===== src/rtl/drop32_uart_rx.sv =====
// ============================================================================
// drop32_uart_rx
// ----------------------------------------------------------------------------
// 8N1 UART receiver for the drop32 SoC.
//
// A 2-flop synchroniser brings the asynchronous serial line into the i_clk
// domain. A five-state FSM (IDLE/START/DATA/STOP/BREAK) times each bit from a
// tick counter that restarts at every start-bit detection. The counter checks
// the start bit at its midpoint and samples every following bit one full bit
// period later. The receiver assembles bytes LSB first. Completed bytes go
// into a small first-word-fall-through FIFO, which the SoC bus bridge drains
// through a valid/ready handshake.
//
// Ports:
//   i_clk        system clock, rising edge
//   i_rst        asynchronous reset, active low (0 = reset)
//   i_rx         serial line, idle high, asynchronous to i_clk
//   o_data       FIFO head byte (0 when the FIFO is empty)
//   o_valid      FIFO non-empty
//   i_ready      consumer takes o_data this cycle (pop when o_valid=1)
//   o_frame_err  sticky: a stop bit was sampled low
//   o_overrun    sticky: a byte was dropped because the FIFO was full
//   i_clr_err    single-cycle pulse clearing both sticky flags
//   o_level      current FIFO occupancy
// ============================================================================
module drop32_uart_rx #(
    parameter int CLKS_PER_BIT = 217,
    parameter int FIFO_DEPTH   = 4
) (
    input  logic                          i_clk,
    input  logic                          i_rst,
    input  logic                          i_rx,
    output logic [7:0]                    o_data,
    output logic                          o_valid,
    input  logic                          i_ready,
    output logic                          o_frame_err,
    output logic                          o_overrun,
    input  logic                          i_clr_err,
    output logic [$clog2(FIFO_DEPTH):0]   o_level
);

    // ------------------------------------------------------------------------
    // Derived sizes
    // ------------------------------------------------------------------------
    localparam int AW = $clog2(FIFO_DEPTH);     // FIFO address width
    localparam int PW = AW + 1;                 // pointer width (extra wrap bit)
    localparam int TW = $clog2(CLKS_PER_BIT);   // tick counter width

    localparam logic [TW-1:0] TICK_HALF = TW'(CLKS_PER_BIT / 2 - 1);
    localparam logic [TW-1:0] TICK_LAST = TW'(CLKS_PER_BIT - 1);
    localparam logic [PW-1:0] DEPTH_P   = PW'(FIFO_DEPTH);

    typedef enum logic [2:0] {
        S_IDLE  = 3'd0,
        S_START = 3'd1,
        S_DATA  = 3'd2,
        S_STOP  = 3'd3,
        S_BREAK = 3'd4
    } state_t;

    // ------------------------------------------------------------------------
    // Input synchroniser
    // ------------------------------------------------------------------------
    // Both flops reset to the idle level so that releasing reset never looks
    // like a falling start edge.
    logic rx_meta_q;
    logic rx_s_q;

    always_ff @(posedge i_clk or negedge i_rst) begin
        if (!i_rst) begin
            rx_meta_q <= 1'b1;
            rx_s_q    <= 1'b1;
        end else begin
            rx_meta_q <= i_rx;
            rx_s_q    <= rx_meta_q;
        end
    end

    // ------------------------------------------------------------------------
    // Receive FSM
    // ------------------------------------------------------------------------
    state_t          state_q,   state_d;
    logic [TW-1:0]   tick_q,    tick_d;
    logic [2:0]      bit_idx_q, bit_idx_d;
    logic [7:0]      shift_q,   shift_d;
    logic            push_req;      // stop bit good: byte complete this cycle
    logic            frame_set;     // stop bit low: raise the framing flag
    logic            tick_last;

    assign tick_last = (tick_q == TICK_LAST);

    always_ff @(posedge i_clk or negedge i_rst) begin
        if (!i_rst) begin
            state_q   <= S_IDLE;
            tick_q    <= '0;
            bit_idx_q <= '0;
            shift_q   <= '0;
        end else begin
            state_q   <= state_d;
            tick_q    <= tick_d;
            bit_idx_q <= bit_idx_d;
            shift_q   <= shift_d;
        end
    end

    always_comb begin
        state_d   = state_q;
        tick_d    = tick_q;
        bit_idx_d = bit_idx_q;
        shift_d   = shift_q;
        push_req  = 1'b0;
        frame_set = 1'b0;

        case (state_q)
            S_IDLE: begin
                if (!rx_s_q) begin
                    state_d   = S_START;
                    tick_d    = '0;
                    bit_idx_d = '0;
                end
            end

            // Check the start bit at its midpoint. A line that is back high by
            // then was a glitch, so the FSM drops it without raising a flag.
            S_START: begin
                if (tick_q == TICK_HALF) begin
                    tick_d  = '0;
                    state_d = rx_s_q ? S_IDLE : S_DATA;
                end else begin
                    tick_d = tick_q + 1'b1;
                end
            end

            // Sampling from mid-start means each full bit period lands near
            // the centre of the next data bit.
            S_DATA: begin
                if (tick_last) begin
                    tick_d            = '0;
                    shift_d[bit_idx_q] = rx_s_q;
                    bit_idx_d         = bit_idx_q + 3'd1;
                    if (bit_idx_q == 3'd7) begin
                        state_d = S_STOP;
                    end
                end else begin
                    tick_d = tick_q + 1'b1;
                end
            end

            S_STOP: begin
                if (tick_last) begin
                    tick_d = '0;
                    if (rx_s_q) begin
                        push_req = 1'b1;
                        state_d  = S_IDLE;
                    end else begin
                        frame_set = 1'b1;
                        state_d   = S_BREAK;
                    end
                end else begin
                    tick_d = tick_q + 1'b1;
                end
            end

            // A line held low after a bad stop bit is a break. Wait for the
            // line to return high so that the break produces one error only,
            // not a stream of all-zero frames.
            S_BREAK: begin
                if (rx_s_q) begin
                    state_d = S_IDLE;
                end
            end

            default: begin
                state_d = S_IDLE;
            end
        endcase
    end

    // ------------------------------------------------------------------------
    // Receive FIFO (first-word fall-through)
    // ------------------------------------------------------------------------
    logic [7:0]     mem_q [FIFO_DEPTH];
    logic [PW-1:0]  wptr_q, wptr_d;
    logic [PW-1:0]  rptr_q, rptr_d;
    logic [PW-1:0]  level;
    logic           empty;
    logic           full;
    logic           pop;
    logic           push_ok;
    logic           overrun_set;

    assign level = wptr_q - rptr_q;
    assign empty = (level == '0);
    assign full  = (level == DEPTH_P);
    assign pop   = !empty && i_ready;

    // A pop in the same cycle frees the slot that a full FIFO would otherwise
    // lack, so the FIFO accepts the byte and the overrun flag stays clear.
    assign push_ok     = push_req && (!full || pop);
    assign overrun_set = push_req && full && !pop;

    always_comb begin
        wptr_d = wptr_q;
        rptr_d = rptr_q;
        if (push_ok) begin
            wptr_d = wptr_q + 1'b1;
        end
        if (pop) begin
            rptr_d = rptr_q + 1'b1;
        end
    end

    always_ff @(posedge i_clk or negedge i_rst) begin
        if (!i_rst) begin
            wptr_q <= '0;
            rptr_q <= '0;
        end else begin
            wptr_q <= wptr_d;
            rptr_q <= rptr_d;
        end
    end

    // The FIFO storage has no reset. o_data is masked while the FIFO is empty,
    // so stale entries never reach the output.
    always_ff @(posedge i_clk) begin
        if (push_ok) begin
            mem_q[wptr_q[AW-1:0]] <= shift_q;
        end
    end

    // ------------------------------------------------------------------------
    // Sticky error flags
    // ------------------------------------------------------------------------
    // A set event has priority over a clear pulse in the same cycle, so the
    // consumer cannot miss an error.
    logic frame_err_q, frame_err_d;
    logic overrun_q,   overrun_d;

    always_comb begin
        frame_err_d = frame_err_q;
        overrun_d   = overrun_q;
        if (i_clr_err) begin
            frame_err_d = 1'b0;
            overrun_d   = 1'b0;
        end
        if (frame_set) begin
            frame_err_d = 1'b1;
        end
        if (overrun_set) begin
            overrun_d = 1'b1;
        end
    end

    always_ff @(posedge i_clk or negedge i_rst) begin
        if (!i_rst) begin
            frame_err_q <= 1'b0;
            overrun_q   <= 1'b0;
        end else begin
            frame_err_q <= frame_err_d;
            overrun_q   <= overrun_d;
        end
    end

    // ------------------------------------------------------------------------
    // Outputs
    // ------------------------------------------------------------------------
    assign o_valid     = !empty;
    assign o_data      = empty ? 8'h00 : mem_q[rptr_q[AW-1:0]];
    assign o_level     = level;
    assign o_frame_err = frame_err_q;
    assign o_overrun   = overrun_q;

endmodule

===== config.mk =====
export PLATFORM = sky130hd
export DESIGN_NAME = drop32_uart_rx
export DESIGN_NICKNAME = d
export VERILOG_FILES = /design/src/rtl/drop32_uart_rx.sv
export SDC_FILE = /design/constraint.sdc
export NUM_CORES = 1
export LEC_CHECK = 0
export CAP_MARGIN = 30
export CORE_ASPECT_RATIO = 1.25
export CORE_MARGIN = 2
export CORE_UTILIZATION = 58
export CTS_CLUSTER_DIAMETER = 100
export CTS_CLUSTER_SIZE = 12
export DETAILED_ROUTE_END_ITERATION = 7
export GPL_ROUTABILITY_DRIVEN = 0
export PLACE_DENSITY = 0.76
export REMOVE_ABC_BUFFERS = 1
export SETUP_SLACK_MARGIN = 0.3
export SLEW_MARGIN = 20
export SYNTH_ARGS = -nofsm -noshare
export SYNTH_HDL_FRONTEND = slang
export SYNTH_SLANG_ARGS = --single-unit

===== constraint.sdc =====
create_clock -name i_clk -period 3.2 [get_ports i_clk]
set_input_delay 0.48 -clock i_clk [delete_from_list [all_inputs] [get_ports i_clk]]
set_output_delay 0.48 -clock i_clk [all_outputs]
set_load 0.01 [all_outputs]

== Yosys cells after proc, flatten, opt, wreduce, memory -nomap -nowiden ==
Memory sizes are Yosys's and may differ from the RTL's.
Index checks and enable logic that the tools add are counted.
Cells by class
  add/subtract/negate cells: 5
  $lt $le $gt $ge: 2
  eq/ne operators: 14
  multiplexer cells: 31
  reductions and logical operators: 20
Operators by type and width (count)
  $mux W8: 4
  $mux W3: 9
  $pmux W8 S3: 1
  $pmux W3 S5: 1
  $mux W1: 12
  $ne A2 B2 Y1 const B: 6
  $add A3 B1 Y3 const B: 3
  $eq A3 B3 Y1 const B: 3
  $add A8 B1 Y8 const B: 1
  $bwmux W8: 1
  $eq A8 B7 Y1 const B: 1
  $eq A8 B8 Y1 const B: 1
  $eq A3 B2 Y1 const B: 2
  $logic_not A3 Y1: 2
  $pmux W3 S2: 1
  $reduce_and A6 Y1: 1
  $reduce_bool A2 Y1: 3
  $logic_and A1 B1 Y1: 5
  $lt A3 B4 Y1 const B: 1
  $reduce_and A2 Y1: 2
  $demux W1 S3: 1
  $eq A3 B1 Y1 const B: 1
  $ge A3 B1 Y1 const B: 1
  $logic_not A1 Y1: 3
  other kinds (6): 6
Word-level totals
  register bits: 32
  memory bits (writable): 32
  input port bits: 5
  output and inout bits: 14
  word-level logic and storage cells: 83
  memories kept: 1
Memory list
  mem_q: words 4, width 8, read ports 1, clocked after Yosys merged registers in 0, write ports 1, RTL line 182  | logic [7:0] mem_q [FIFO_DEPTH];

== Longest topological paths before layout ==
  word-level depth: 8
  mapped depth: 8
  mapped depth without buffers: 7

== Least setup slack after synthesis ==
No wires, ideal clock.
  path kind: flip-flop to output port
  start: register wptr_q[0]
  end: output o_data[0]
  data arrival time: 2.043 ns
  data required time: 2.720 ns
  slack: 0.677 ns
  cell stages (with the launch flop): 8
  buffers on the path: 1
  path through: dfrtp_1 -> inv_1 -> ha_1 -> fa_1 -> xor3_1 -> or3_1 -> clkbuf_1 -> and2_1
Between the ends
  longest elaborated chain between the ends: 3
Ends and longest elaborated chain
  from (decl): RTL line 183  | logic [PW-1:0] wptr_q, wptr_d;
  from (signal assigned): RTL line 218  | wptr_q <= wptr_d;
  $sub A3 B3 Y3: RTL line 192  | assign level = wptr_q - rptr_q;
  net o_level[2]: RTL line 39  | output logic [$clog2(FIFO_DEPTH):0] o_level
  $logic_not A3 Y1: RTL line 193  | assign empty = (level == '0);
  $mux W8: RTL line 268  | assign o_data = empty ? 8'h00 : mem_q[rptr_q[AW-1:0]];
  to (decl): RTL line 33  | output logic [7:0] o_data,
The timed path passes the listed nets, and every way through them passes these cells.

== Worst setup path in the final report ==
  start: register rptr_q[0]
  end: output o_data[2]
Between the ends
  longest elaborated chain between the ends: 3
  elaborated cells between the ends (all ways): 4
  classes of those cells: add/sub (1); mux (1); reduce/logical (1); memory (1)
Ends and longest elaborated chain
  from (decl): RTL line 184  | logic [PW-1:0] rptr_q, rptr_d;
  from (signal assigned): RTL line 219  | rptr_q <= rptr_d;
  $sub A3 B3 Y3: RTL line 192
  $logic_not A3 Y1: RTL line 193
  $mux W8 *: RTL line 268
Every way passes the cells marked *; elsewhere a longest branch is shown, timed or not.

==> impl_metrics.toml <==
[cts]
root_buffer = "clkbuf_8"
cts_tree = "done"
numClockSinks = 64
cts_max_level = 3
clkTransAtPathRegs_ns = 0.07
cts_buffers = 9
holdBufCountCts = 0
ctsLongestPathBuffers = 2
insertion_delay_ns = 0.34

[die]
die_height_microns = 84.6
fp.dieW_microns = 68.5
coreArea_sq_mm = 0.00504
ios = 19
die_area_sq_mm = 0.00580
num_rows = 29
initial_utilization_pct = 59.8

[place]
port_buffers = 18
place_inst = 299
dp_hpwl_microns = 3510
post-place-ws_ns = 0.272

[finish]
final_net_count = 274
final_cells = 325
final_cell_mix = "edfxtp_1, dfrtp_1, buf_4, nand2_1"
drive_gt1_share_pct = 25.5
diodes = 0
final_common_cell = "edfxtp_1"
finalCoreUtilization_pct = 71.3
area_growth_pct = 19.2

[critical_path]
critical_path_class = "reg2out"
arrival_ns = 2.39
cp_top_family = "adder cells"
cpMostUsedCell = "buf_6"
worstPathCellList = "ha_4 > fa_1 > xor3_1 > or3_4 > buf_6 > buf_6 > and2_4 > buf_6"
critical_path.max_stage_delay_ns = 0.41
crit_fanout = 6
cp-end-kind = "output port"
startpoint_type = "flop"
crit_required_ns = 2.72
crit_buf_inv = 3
crit_slowest_cell = "dfrtp_1"

[drt]
num_vias = 1848
drt_iter0_drc = 115
drtPass1Iterations = 4
vias_per_cell = 5.69
drc = 0
drtAntennaViolNets = 0
wl_per_cell_microns = 16.6
wl_microns = 5380

[timing]
finClkSkew_ns = 0.00811
hold_violations = 0
rsz0062_at_grt = "yes"
fmax_mhz = 348
setup_viol = 0
drv_slew = 0
timing.final.ws_setup_ns = 0.329
totalNegativeSetupSlack_ns = 0
fin_crit_sh_pct = 89.7
period_minus_slack_ns = 2.87
tightest_slew_ns = 0.503
slew-limit-headroom_pct = 66.2

[pwr]
leakagePower_nw = 1.57
power_mw = 1.70
p_per_area_mw_per_mm2 = 473
irDropWorstVdd_v = 0.000412

[yosys]
ys_seq_area_share_pct = 58.5
ys_ff_latch = 64
async_flop_share_pct = 50.0
synth_edf_count = 32
ys_types = 47
avgSynthCellArea_sq_um = 13.5
netlist_instances = 223
mappedNetlistArea_sq_mm = 0.00302
synth-main-ff-cell = "edfxtp_1"
ys_warn_count = 0

[global_routing]
grt_pass1_wl_microns = 8800
antenna_found_initial = 0
use_met1_pct = 25.6
grt_use_total_pct = 21.1
gr-usage-met2_pct = 34.7
gr-max-usage-layer = "met2"
grt_start_max_net_pins = 33
gr-total-overflow = 0
met3_usage_pct = 4.02
grt_pass1_vias = 1867

[flow_run]
cap_violations = 0

[status]
status = "complete, no violations"

[min_path]
hold_path.class = "reg2reg"
[worst paths after layout]
kind | startpoint | to | slack, ns | cells past startpoint
worst max-delay path | rptr_q[0] | o_data[2] | 0.33 | 8
worst min-delay path | rx_meta_q | rx_s_q | 0.36 | 0
worst min register to register | rx_meta_q | rx_s_q | 0.36 | 0
max in group asynchronous | i_rst | rx_meta_q | 2.32 | 2
min in group asynchronous | i_rst | wptr_q[1] | 0.55 | 2
worst max register to register | rptr_q[0] | mem_q[0][7] | 0.46 | 7
[synthesized netlist by cell type (all sizes together) (5+ instances only)]
| library cell | count | share of area [%] |
|---|---|---|
| a21o | 6 | 1.5 |
| and2 | 13 | 2.8 |
| clkbuf | 5 | 0.62 |
| dfrtp | 30 | 25 |
| edfxtp | 32 | 32 |
| ha | 10 | 4.1 |
| inv | 12 | 1.5 |
| mux2 | 10 | 3.7 |
| mux4 | 8 | 6.0 |
| nand2 | 12 | 1.6 |
| nand3 | 9 | 1.5 |
| nor2 | 8 | 1.0 |
| o21ai | 12 | 2.2 |
[where the power goes]
group	switching [mW]	total, mW	internal (mW)
Sequential	0.00275	0.863	0.860
Clock	0.305	0.820	0.515
Combinational	0.0104	0.0165	0.00605
Total	0.319	1.70	1.38
[per-layer routing]
layer,share of wire (%),wire (microns)
met2,53,2850
met1,43,2290
met5,0,0
met3,2.4,129
met4,2.2,117
[logic make-up after synthesis]
| kind of cell | count (synthesis) | synth area share (%) |
|---|---|---|
| AND/OR/NAND/NOR | 67 | 12.7 |
| flip-flops | 64 | 58.5 |
| AO/OA/AOI/OAI | 38 | 9.29 |
| buffers and inverters | 20 | 2.78 |
| multiplexers | 18 | 9.71 |
| adder cells (fa/ha/maj) | 11 | 4.81 |
| XOR/XNOR | 5 | 2.20 |
[stage by stage]
step	instance area (sq um)	hold WS, ns
finish	3590	0.357
global route	3590	0.362
CTS	3540	0.356
detailed placement	3260	0.347
global placement	3260	0.345
floorplan	2980	0.184
[worst reg2reg max path, cell delays in order, from the launching register on]
cell	delay [ns]
dfrtp_1	0.41
ha_4	0.17
fa_1	0.37
xor3_1	0.23
buf_4	0.16
buf_4	0.14
a2111oi_4	0.45
and2_1	0.47
[layout make-up]
| type | count | area (sq um) |
|---|---|---|
| flip-flops and latches | 64 | 1760 |
| fillers | 341 | 1450 |
| multi-input cells | 139 | 1190 |
| repair buffers | 32 | 283 |
| clock buffers | 10 | 128 |
| clock inverters | 6 | 108 |
| well taps | 62 | 77.6 |
| inverters | 12 | 45.0 |
[registers in the layout, summed over array words and instances (netlist names)]
name / count
mem_q: 32
shift_q: 8
tick_q: 8
bit_idx_q: 3
rptr_q: 3
state_q: 3
wptr_q: 3
o_frame_err: 1
o_overrun: 1
rx_meta_q: 1
rx_s_q: 1
[repair_timing]
| action | CTS | global route |
|---|---|---|
| setup endpoints to repair | 9 | 7 |
| gates resized for setup | 24 | 6 |
| setup buffers | 6 | 4 |
| pin swaps | 2 | 3 |
Note: power is estimated with default switching activity, not from simulation.
